### src/rtl/tv80_alu16_pkg.sv
// tv80_alu16_pkg: op codes, ALU_Op values, Z80 flag bit positions and sequencer
// states shared by the 16-bit ALU sequencer.
package tv80_alu16_pkg;

    localparam logic [1:0] OP_ADD16 = 2'b00;
    localparam logic [1:0] OP_ADC16 = 2'b01;
    localparam logic [1:0] OP_SPREL = 2'b10;
    localparam logic [1:0] OP_SBC16 = 2'b11;

    localparam logic [3:0] ALU_ADD = 4'b0000;
    localparam logic [3:0] ALU_ADC = 4'b0001;
    localparam logic [3:0] ALU_SBC = 4'b0011;

    localparam int FLAG_C = 0;
    localparam int FLAG_N = 1;
    localparam int FLAG_P = 2;
    localparam int FLAG_X = 3;
    localparam int FLAG_H = 4;
    localparam int FLAG_Y = 5;
    localparam int FLAG_Z = 6;
    localparam int FLAG_S = 7;

    typedef enum logic [1:0] {
        ST_IDLE = 2'd0,
        ST_LO   = 2'd1,
        ST_HI   = 2'd2,
        ST_DONE = 2'd3
    } seq_state_t;

endpackage

### src/rtl/tv80_alu16_seq.sv
// tv80_alu16_seq: runs ADD/ADC/SBC 16-bit through an external 8-bit tv80_alu, low byte first.
// Optional Gameboy ADD SP,e8 on op 10 when built with TV80_ALU16_SEQ_SPREL_EN and Mode == 3.
module tv80_alu16_seq
    import tv80_alu16_pkg::*;
#(
    parameter int Mode = 0
) (
    input  logic        clk,
    input  logic        reset_n,
    input  logic        start,
    input  logic [1:0]  op,
    input  logic [15:0] a,
    input  logic [15:0] b,
    input  logic [7:0]  f_in,
    output logic        busy,
    output logic        done,
    output logic [15:0] q,
    output logic [7:0]  f_out,
    output logic [3:0]  alu_op,
    output logic [7:0]  alu_busa,
    output logic [7:0]  alu_busb,
    output logic [7:0]  alu_f_in,
    output logic        alu_arith16,
    output logic        alu_z16,
    input  logic [7:0]  alu_q,
    input  logic [7:0]  alu_f
);

`ifdef TV80_ALU16_SEQ_SPREL_EN
    localparam bit SPREL_EN = 1'b1;
`else
    localparam bit SPREL_EN = 1'b0;
`endif

    seq_state_t  r_state;
    seq_state_t  w_state_next;
    logic [15:0] r_a;
    logic [15:0] r_b;
    logic [1:0]  r_op;
    logic [7:0]  r_fin;
    logic [7:0]  r_flo;
    logic [15:0] r_q;
    logic [7:0]  r_fout;
    logic        w_accept;
    logic        w_sprel;
    logic [15:0] w_b_eff;
    logic [7:0]  w_f_final;

    assign w_accept = start && ((r_state == ST_IDLE) || (r_state == ST_DONE));
    assign w_sprel  = SPREL_EN && (Mode == 3) && (r_op == OP_SPREL);
    assign w_b_eff  = w_sprel ? {{8{r_b[7]}}, r_b[7:0]} : r_b;
    assign q        = r_q;
    assign f_out    = r_fout;

    always_ff @(posedge clk or negedge reset_n) begin
        if (!reset_n) begin
            r_state <= ST_IDLE;
        end else begin
            r_state <= w_state_next;
        end
    end

    always_comb begin
        w_state_next = r_state;
        case (r_state)
            ST_IDLE: if (start) w_state_next = ST_LO;
            ST_LO:   w_state_next = ST_HI;
            ST_HI:   w_state_next = ST_DONE;
            ST_DONE: w_state_next = start ? ST_LO : ST_IDLE;
            default: w_state_next = ST_IDLE;
        endcase
    end

    always_comb begin
        busy        = 1'b0;
        done        = 1'b0;
        alu_op      = ALU_ADD;
        alu_busa    = 8'h00;
        alu_busb    = 8'h00;
        alu_f_in    = 8'h00;
        alu_arith16 = 1'b0;
        alu_z16     = 1'b0;
        case (r_state)
            ST_LO: begin
                busy     = 1'b1;
                alu_busa = r_a[7:0];
                alu_busb = w_b_eff[7:0];
                alu_f_in = r_fin;
                case (r_op)
                    OP_ADC16: alu_op = ALU_ADC;
                    OP_SBC16: alu_op = ALU_SBC;
                    default: begin
                        alu_op      = ALU_ADD;
                        alu_arith16 = 1'b1;
                    end
                endcase
            end
            ST_HI: begin
                busy     = 1'b1;
                alu_busa = r_a[15:8];
                alu_busb = w_b_eff[15:8];
                alu_f_in = r_flo;
                // The high byte always consumes the low byte's carry; Z16 folds in the low-byte Z.
                case (r_op)
                    OP_ADC16: begin
                        alu_op  = ALU_ADC;
                        alu_z16 = 1'b1;
                    end
                    OP_SBC16: begin
                        alu_op  = ALU_SBC;
                        alu_z16 = 1'b1;
                    end
                    default: begin
                        alu_op      = ALU_ADC;
                        alu_arith16 = 1'b1;
                    end
                endcase
            end
            ST_DONE: done = 1'b1;
            default: ;
        endcase
    end

    // ADD SP,e8 reports the low-byte carries and clears Z/N, keeping the rest of f_in.
    always_comb begin
        w_f_final = alu_f;
        if (w_sprel) begin
            w_f_final         = r_fin;
            w_f_final[FLAG_H] = r_flo[FLAG_H];
            w_f_final[FLAG_C] = r_flo[FLAG_C];
            w_f_final[FLAG_Z] = 1'b0;
            w_f_final[FLAG_N] = 1'b0;
        end
    end

    always_ff @(posedge clk or negedge reset_n) begin
        if (!reset_n) begin
            r_a    <= 16'h0000;
            r_b    <= 16'h0000;
            r_op   <= OP_ADD16;
            r_fin  <= 8'h00;
            r_flo  <= 8'h00;
            r_q    <= 16'h0000;
            r_fout <= 8'h00;
        end else begin
            if (w_accept) begin
                r_a   <= a;
                r_b   <= b;
                r_op  <= op;
                r_fin <= f_in;
            end
            if (r_state == ST_LO) begin
                r_q[7:0] <= alu_q;
                r_flo    <= alu_f;
            end
            if (r_state == ST_HI) begin
                r_q[15:8] <= alu_q;
                r_fout    <= w_f_final;
            end
        end
    end

endmodule

### config.mk
export PLATFORM = sky130hd
export DESIGN_NAME = tv80_alu16_seq
export DESIGN_NICKNAME = d
export VERILOG_FILES = /design/src/rtl/tv80_alu16_pkg.sv /design/src/rtl/tv80_alu16_seq.sv
export SDC_FILE = /design/constraint.sdc
export NUM_CORES = 1
export LEC_CHECK = 0
export CORE_MARGIN = 4
export CORE_UTILIZATION = 40
export CTS_BUF_LIST = sky130_fd_sc_hd__clkbuf_16
export CTS_CLUSTER_DIAMETER = 150
export DETAILED_ROUTE_END_ITERATION = 12
export GPL_ROUTABILITY_DRIVEN = 0
export HOLD_SLACK_MARGIN = 0.12
export PLACE_DENSITY = 0.71
export SYNTH_ARGS = -nofsm -noshare
export SYNTH_HDL_FRONTEND = slang
export SYNTH_SLANG_ARGS = --single-unit
### constraint.sdc
create_clock -name clk -period 2.4 [get_ports clk]
set_clock_uncertainty 0.2 [all_clocks]
set_input_delay 0.48 -clock clk [delete_from_list [all_inputs] [get_ports clk]]
set_output_delay 0.48 -clock clk [all_outputs]
set_load 0.1 [all_outputs]
==> summary.md, run 1 <==
| Metric | Value |
|---|---|
| Status | finished, final reports clean |
| Worst setup margin | 0.0354 ns |
| DIE WIDTH | 102 um |
| # rows | 34 |
| Fmax | 0.423 GHz |
| Initial antenna violation count | 0 |
| CP Launch Type | flip-flop |
| Design area | 5930 um^2 |
| Detailed-router iteration count before antenna repair | 4 |
| Initial DRC count | 61 |
| Number of diodes | 0 |
| Ys Warns | 0 |
| Dpl hpwl | 6030 um |
| Die footprint | 10500 um^2 |
| Synth Register Bits | 76 |
| Worst hold path class | reg2reg |
| Most common cell after layout, fill and taps aside | dfrtp_1 |
| Dpl cells | 454 |
| Number of global-route vias before repair | 2793 |
| ANT nets after route | 0 |
| Core ar. | 8680 um^2 |
| Worst Max-Slew Pin Slew | 0.587 ns |
| H-Tree Depth | 3 |
| Routed length per placed instance | 18.5 um |
| Synth cell types | 24 |
| DRC Markers | 0 |
| Max-slew violation total from the final report | 0 |
| Hold Fails Final Rpt | 0 |
| CTS tree | yes |
| Post-Syn Area | 3570 um^2 |
| WP data required | 1.72 ns |
| I/O pin total | 117 |
| Post-route minimum period | 2.36 ns |
| Final setup viols | 0 |
| Max_slew headroom | 60.8% |
| Async set or reset register ratio after synthesis | 100% |
| EDFF count, synth | 0 |
| Yosys top cell by area | dfrtp_1 |
| Gr usage total | 17.9% |
| Input/output buffers | 114 |
| Synth top area share | 53.3% |
| Clk buf depth | 2 |
| CP max-delay cell | dfrtp_2 |
| First-pass GRT wire length | 14300 um |
| Die H | 102 um |
| Commonest cells after routing, fill and taps aside | dfrtp_1 (74), clkdlybuf4s50_1 (59), buf_4 (45) |
| CTS Buf Count | 9 |
| TNS Setup | 0 ns |
| Nets | 447 |
| Post-Syn Area per Cell | 14.9 um^2 |
| RSZ-0062 raised after global routing | true |
| Register area share after synthesis | 53.3% |
| Syn Inst Count | 240 |
| Area after DPL | 5240 um^2 |
| Initial core utilization | 41.1% |
| CTS Root Cell | clkbuf_16 |
| Area Growth Syn to Fin | 66.2% |
| Crit path cell chain | inv_4 -> ha_4 -> buf_12 -> a22oi_1 -> nor2b_4 -> buf_12 |
| Clk pin slew, worst setup/hold paths | 0.05 ns |
| Vias per cell | 4.99 |
| Final period util | 98.5% |
| Most used cell, CP | buf_12 |
| Clock latency on the worst-skew pair | 0.32 ns |
| Clk sinks | 76 |
| Crit-path max cell delay | 0.43 ns |
| Max cap viols | 0 |
| Worst endpoint data arrival time | 1.68 ns |
| Drt total wl | 9110 um |
| Pin count of the biggest net entering global routing | 46 |
| Fillers | 616 |
| Largest fanout on the critical path | 12 |
| Vias | 2456 |
| Crit Path Category | reg2out |
| Fraction of layout cells with a size suffix above 1 | 60.2% |
| Synth area leaders | dfrtp_1 (53%), mux2_4 (17%), mux2_2 (11%) |
| Ys flop type | dfrtp_1 |
| Layout Cells excl Fill | 492 |
| CP endpoint kind | output pin |
| GRT overflow | 0 |
| Post-place setup slack | 0.112 ns |
## cell usage after synthesis (2+ instances only)
library cell,instances
dfrtp_1,76
mux2_4,40
mux2_2,34
nor2b_1,26
a22oi_1,24
buf_2,7
ha_1,7
buf_12,4
buf_4,3
clkbuf_1,3
inv_1,2
nand2_1,2
## stage by stage
| stage | util, % | hold slack [ns] |
|---|---|---|
| 2_1_floorplan | - | -0.0156 |
| 3_3_place_gp | 60.4 | 0.291 |
| 3_5_place_dp | 60.4 | 0.294 |
| 4_1_cts | 66.4 | 0.311 |
| 5_1_grt | 68.3 | 0.315 |
| 6_report | 68.3 | 0.306 |
## flip-flops by register name (all words and copies together) (netlist names)
name and flops:
r_state 2, r_a 16, r_b 16, f_out 8, r_flo 8, r_op 2
r_fin 8, q 16
## logic make-up (layout without fill, tap and decap cells)
logic type / after synthesis / after routing / synth area share [%]
muxes: 74 / 74 / 27.6
adders and majority gates: 7 / 7 / 2.46
AOI/OAI and AO/OA: 29 / 29 / 6.07
DFF: 76 / 76 / 53.3
other: 1 / 2 / 0.105
buffers and inverters: 21 / 164 / 4.84
and+or+nand+nor: 32 / 32 / 5.61
## critical path: cells and delay by family (launching register included)
kind            cells  cell delay (ns)
compound gates      1             0.27
fa+ha+maj           1             0.18
buf+inv             3             0.40
flops               1             0.43
simple gates        1             0.08
## final cells by class
cell class              count  area (um^2)  share of cell area (%)
clock buffers               9          225                    3.80
clock inverters             7         57.6                   0.971
inverters                   2         12.5                   0.211
multi-input cells         144         1840                    31.0
flip-flops and latches     76         1900                    32.1
well taps                 108          135                    2.28
repair buffers            146         1760                    29.7
## per-layer routing
metal,global-route usage (%),vias up,wire (um)
met1,22.8,1241,3940
met3,5.80,10,599
met2,29.4,83,4450
met4,4.74,0,119
li1,-,1122,-
met5,0,-,0
## worst paths after layout
| path | slack, ns | endpoint | depth (start not counted) | startpoint |
|---|---|---|---|---|
| setup / recovery | 0.04 | alu_busb[4] | 6 | r_state[0]$_DFFE_PN0P_ |
| hold / removal | 0.31 | q[8]$_DFFE_PN0N_ | 1 | q[8]$_DFFE_PN0N_ |
| setup reg to reg | 0.21 | r_a[15]$_DFFE_PN0P_ | 7 | r_state[0]$_DFFE_PN0P_ |
| hold reg to reg | 0.31 | q[8]$_DFFE_PN0N_ | 1 | q[8]$_DFFE_PN0N_ |
| max in group asynchronous | 0.92 | r_b[5]$_DFFE_PN0P_ | 3 | reset_n |
| min in group asynchronous | 0.49 | r_a[12]$_DFFE_PN0P_ | 2 | reset_n |
## repair_timing
item / CTS / global route
hold buffers: 1 / 0
pin swaps: 2 / 5
setup buffers: 12 / 7
endpoints found under the hold margin: 44 / 0
resized for setup: 20 / 20
cloned: 1 / 1
setup endpoints to repair: 27 / 27
Power of run 1 is not shown: default switching activity piles up to over one toggle a cycle in this logic, so the estimate is an artifact.
==> run 2, diff against run 1 <==
- CORE_MARGIN: 4 -> unset
==> summary.md, run 2 (synthesized netlist as in run 1, its figures left out) <==
| Metric | Value |
|---|---|
| Worst endpoint data arrival time | 1.69 ns (about the same) |
| Number of global-route vias before repair | 2498 (-11%) |
| Hold WS | 0.305 ns (-0.000797 ns) |
| Fillers | 626 (+1.6%) |
| Clock latency on the worst-skew pair | 0.32 ns (about the same) |
| H-Tree Depth | 3 (unchanged) |
| Hold Fails Final Rpt | 0 (unchanged) |
| FF/Latch Area | 1900 um^2 (unchanged) |
| Max cap viols | 0 (unchanged) |
| Input/output buffers | 114 (unchanged) |
| Worst r2r src | r_state[0]$_DFFE_PN0P_ |
| First-pass GRT wire length | 12900 um (-9.9%) |
| Routed length per placed instance | 17.4 um (-6.0%) |
| Commonest cells after routing, fill and taps aside | dfrtp_1 (74), clkdlybuf4s50_1 (59), mux2_4 (40) |
| R2R setup slack | 0.37 ns (+0.16 ns) |
| CP delay by family, top | flip-flops |
| Initial antenna violation count | 0 (unchanged) |
| RSZ-0062 raised after global routing | true |
| CTS Root Cell | clkbuf_16 |
| Dpl hpwl | 5500 um (-8.9%) |
| GRT overflow | 0 (unchanged) |
| CTS Buf Count | 9 (unchanged) |
| DIE WIDTH | 96.4 um (-5.9%) |
| Worst Hold Depth | 1 (unchanged) |
| Largest fanout on the critical path | 8 (-4) |
| Most common cell after layout, fill and taps aside | dfrtp_1 |
| ANT nets after route | 0 (unchanged) |
| Clk pin slew, worst setup/hold paths | 0.06 ns (about the same) |
| Area after DPL | 5250 um^2 (+0.19%) |
| DRC Markers | 0 (unchanged) |
| Die H | 96.4 um (-5.9%) |
| R2R Path End | r_a[15]$_DFFE_PN0P_ |
| Clk buf depth | 2 (unchanged) |
| Detailed-router iteration count before antenna repair | 5 (+1) |
| Drt total wl | 8340 um (-8.5%) |
| Design area | 5840 um^2 (-1.4%) |
| Final period util | 98.9% (+0.34 points) |
| Core ar. | 8680 um^2 (unchanged) |
| WP data required | 1.72 ns (about the same) |
| CP endpoint kind | output pin |
| Hold worst-path end | q[11]$_DFFE_PN0N_ |
| Area Growth Syn to Fin | 63.9% |
| Initial DRC count | 41 (-33%) |
| I/O pin total | 117 (unchanged) |
| Clk sinks | 76 (unchanged) |
| Fraction of layout cells with a size suffix above 1 | 59.0% (-1.1 points) |
| Final setup viols | 0 (unchanged) |
| CP max-delay cell | dfrtp_2 |
| Crit path buf inv count | 3 (unchanged) |
| Worst hold path class | reg2reg |
| Levels on crit path | 6 (unchanged) |
| CTS tree | yes |
| Initial core utilization | 41.1% (unchanged) |
| Max-slew violation total from the final report | 0 (unchanged) |
| Post-route minimum period | 2.37 ns (+0.00817 ns) |
| Vias per cell | 4.99 (about the same) |
| Vias | 2391 (-2.6%) |
| Hold Startpoint | q[11]$_DFFE_PN0N_ |
| Number of diodes | 0 (unchanged) |
| CP Launch Type | flip-flop |
| Die footprint | 9300 um^2 (-11%) |
| Area of the multi-input gates | 1830 um^2 (about the same) |
| Crit path cell chain | inv_4 -> ha_4 -> buf_6 -> a22oi_1 -> nor2b_4 -> buf_12 |
| Crit-path max cell delay | 0.46 ns (+0.03 ns) |
| Pin count of the biggest net entering global routing | 47 (+2.2%) |
| Nets | 434 (-2.9%) |
| Crit Path Category | reg2out |
| Fmax | 0.421 GHz (-0.34%) |
| Gr usage total | 18.9% (+0.99 points) |
| # rows | 34 (unchanged) |
| Status | finished, final reports clean |
| R2R depth | 6 (-1) |
-- run 2: changes by cell type in the layout (fill, tap and decap cells not counted), sizes merged --
| cell | previous run | this run |
|---|---|---|
| clkinvlp | 0 | 2 |
| buf | 85 | 71 |
| bufbuf | 0 | 1 |
| clkinv | 6 | 4 |
-- run 2: metal layers --
metal / vias to the layer above / GRT usage (%) / part of all wire, %
li1: 1102 / - / -
met1: 1207 / 25.1 / 44
met2: 77 / 30.2 / 49
met3: 5 / 6.18 / 6.8
met4: 0 / 4.41 / 0.55
met5: - / 0 / 0
-- run 2: stage by stage --
step	std cells	TNS, ns	utilization [%]	worst slack, ns
after floorplan	241	-3.60	-	-0.176
after global placement	452	0	60.5	0.191
after detailed placement	452	0	60.5	0.130
after CTS	476	0	66.1	0.000485
after global routing	479	-0.310	67.3	-0.0354
final	479	0	67.3	0.0273
-- run 2: timing repair --
item	in CTS	in global routing
pin swaps	1	0
buffers inserted	5	2
endpoints found under the hold margin	30	0
cloned	2	1
resized for setup	23	14
hold buffers	1	0
endpoints found under the setup margin	27	25
-- run 2: how the worst max path moves through the flow --
stage / from / end / slack [ns]
2_1_floorplan: r_state[0]$_DFFE_PN0P_ / alu_busa[1] / -0.18
3_3_place_gp: r_state[0]$_DFFE_PN0P_ / alu_op[1] / 0.19
3_5_place_dp: r_state[0]$_DFFE_PN0P_ / alu_op[1] / 0.13
4_1_cts: r_state[0]$_DFFE_PN0P_ / alu_f_in[1] / 0.0005
5_1_grt: r_state[0]$_DFFE_PN0P_ / alu_busb[7] / -0.04
6_report: r_state[0]$_DFFE_PN0P_ / alu_f_in[1] / 0.03
-- run 2: worst register-to-register path, stage by stage, from the launching register on --
cell     delay (ns)
dfrtp_2        0.46
inv_4          0.11
ha_4           0.23
buf_12         0.16
nor2b_4        0.17
buf_12         0.22
mux2_2         0.37
-- run 2: layout make-up --
class                   instances  share of cell area, %
clock buffers                   9                   3.85
clock inverters                 7                   1.16
inverters                       2                  0.214
multi-input cells             144                   31.4
flip-flops and latches         76                   32.6
well taps                     108                   2.31
repair buffers                133                   28.5
Power of run 2 is left out for the same reason.
==> run 3, diff against run 2 <==
- CORE_ASPECT_RATIO: unset -> 0.75
- GPL_TIMING_DRIVEN: unset -> 0
- PLACE_DENSITY: 0.71 -> 0.77
==> summary.md, run 3 (synthesized netlist as in run 1, its figures left out) <==
| Metric | Value |
|---|---|
| Status | complete, but fails checks |
| Violated checks | design-rule violations, negative setup slack |
| Post-route minimum period | 2.44 ns (+0.0660 ns) |
| # rows | 29 (-15%) |
| Crit path cell chain | inv_4 -> ha_4 -> clkbuf_16 -> clkbuf_16 -> nor2b_4 -> buf_12 |
| Initial antenna violation count | 0 (unchanged) |
| Final setup viols | 20 (+20) |
| Crit Path Category | reg2out |
| Worst hold path class | reg2reg |
| Nets | 459 (+5.8%) |
| Fraction of layout cells with a size suffix above 1 | 56.8% (-2.2 points) |
| Most common cell after layout, fill and taps aside | dfrtp_1 |
| CTS Buf Count | 9 (unchanged) |
| CP max-delay cell | dfrtp_2 |
| Worst Max-Slew Pin Slew | 0.994 ns |
| Worst endpoint data arrival time | 1.76 ns (+0.07 ns) |
| Max-slew violation total from the final report | 0 (unchanged) |
| Core ar. | 8560 um^2 (-1.3%) |
| Area after DPL | 5110 um^2 (-2.7%) |
| Number of diodes | 0 (unchanged) |
| CTS Root Cell | clkbuf_16 |
| Initial DRC count | 80 (+95%) |
| Clk buf depth | 2 (unchanged) |
| Die footprint | 9300 um^2 (about the same) |
| Initial core utilization | 41.6% (+0.55 points) |
| Input/output buffers | 114 (unchanged) |
| FF/Latch Area | 1900 um^2 (unchanged) |
| Routed length per placed instance | 18.9 um (+8.7%) |
| Detailed-router iteration count before antenna repair | 8 (+3) |
| Gr usage total | 21.4% (+2.5 points) |
| Final period util | 102% (+2.8 points) |
| Area of the multi-input gates | 1850 um^2 (+0.82%) |
| RSZ-0062 raised after global routing | true |
| GRT overflow | 0 (unchanged) |
| Clk sinks | 76 (unchanged) |
| Most used cell, CP | clkbuf_16 |
| Number of global-route vias before repair | 2797 (+12%) |
| H-Tree Depth | 3 (unchanged) |
| I/O pin total | 117 (unchanged) |
| DIE WIDTH | 111 um (+15%) |
| Crit-path max cell delay | 0.42 ns (-0.04 ns) |
| Largest fanout on the critical path | 8 (unchanged) |
| Hold Fails Final Rpt | 0 (unchanged) |
| Pin count of the biggest net entering global routing | 62 (+32%) |
| Die H | 83.8 um (-13%) |
| Vias per cell | 4.93 (-1.2%) |
| Clk pin slew, worst setup/hold paths | 0.06 ns (about the same) |
| Design area | 6170 um^2 (+5.6%) |
| Area Growth Syn to Fin | 73.1% |
| Max cap viols | 0 (unchanged) |
| CP endpoint kind | output pin |
| Dpl hpwl | 5960 um (+8.5%) |
| Drt total wl | 9540 um (+14%) |
| Fillers | 544 (-13%) |
| Vias | 2485 (+3.9%) |
| WP data required | 1.72 ns (about the same) |
| Fmax | 0.410 GHz (-2.7%) |
| Worst setup margin | -0.0387 ns (-0.0660 ns) |
| Clock latency on the worst-skew pair | 0.32 ns (about the same) |
| ANT nets after route | 0 (unchanged) |
| DRC Markers | 14 (+14) |
| Commonest cells after routing, fill and taps aside | dfrtp_1 (74), clkdlybuf4s50_1 (59), mux2_4 (40) |
| Max_slew headroom | 34.0% |
| CTS tree | yes |
| First-pass GRT wire length | 15100 um (+17%) |
| CP Launch Type | flip-flop |
==> run 3: cell count changes in the layout (fill, tap and decap cells not counted), sizes merged <==
cell and delta:
dlygate4sd2 +24, bufinv +1, bufbuf -1, clkbuf +5
clkinv -1, buf -3
==> run 3: final cells by class <==
type,count,area share (%)
inverters,2,0.203
repair buffers,140,26.6
plain buffers,18,4.91
multi-input cells,144,30.0
clock inverters,7,1.64
well taps,108,2.19
flip-flops and latches,76,30.9
clock buffers,9,3.65
==> run 3: what timing repair did <==
action                                 4_1_cts  5_1_grt
cloned                                       3        1
endpoints found under the hold margin       15        0
resized for setup                          335       12
buffers inserted                            18        2
pin swaps                                    2        3
hold buffers                                 1        0
setup endpoints to repair                   54       29
==> run 3: final timing paths <==
check / start / end / slack (ns) / cells after the start
worst max-delay path: r_state[0]$_DFFE_PN0P_ / alu_busb[3] / -0.04 / 6
worst min-delay path: q[2]$_DFFE_PN0N_ / q[2]$_DFFE_PN0N_ / 0.30 / 1
worst max register to register: r_state[0]$_DFFE_PN0P_ / r_fin[1]$_DFFE_PN0P_ / 0.31 / 8
worst min register to register: q[2]$_DFFE_PN0N_ / q[2]$_DFFE_PN0N_ / 0.30 / 1
max in group asynchronous: reset_n / r_flo[1]$_DFFE_PN0N_ / 1.06 / 3
min in group asynchronous: reset_n / r_b[4]$_DFFE_PN0P_ / 0.36 / 2
==> run 3: critical path: cells and delay by family (launching register included) <==
kind / cells / cell delay (ns)
buffers and inverters: 4 / 0.55
flip-flops: 1 / 0.42
adder cells (fa/ha/maj): 1 / 0.28
AND/OR/NAND/NOR: 1 / 0.17
==> run 3: through the flow <==
stage / worst slack [ns] / utilization [%] / hold slack [ns] / TNS, ns / cells
final: -0.0387 / 72.1 / 0.298 / -0.390 / 504
after global routing: -0.0830 / 72.1 / 0.322 / -1.50 / 504
after CTS: -0.0389 / 71.2 / 0.303 / -0.418 / 501
after detailed placement: -1.09 / 59.7 / 0.162 / -26.11 / 464
after global placement: -2.01 / 59.4 / 0.289 / -177.80 / 463
after floorplan: -0.176 / - / -0.0156 / -3.60 / 241
==> run 3: metal layers <==
metal	GRT usage [%]	vias to the layer above	share of wire [%]	wire, um
met5	0	-	0	0
li1	-	1149	-	-
met3	6.68	7	6.7	639
met4	5.77	0	0.71	68
met2	35.1	79	49	4670
met1	27.4	1250	44	4160
Power of run 3 is left out for the same reason.
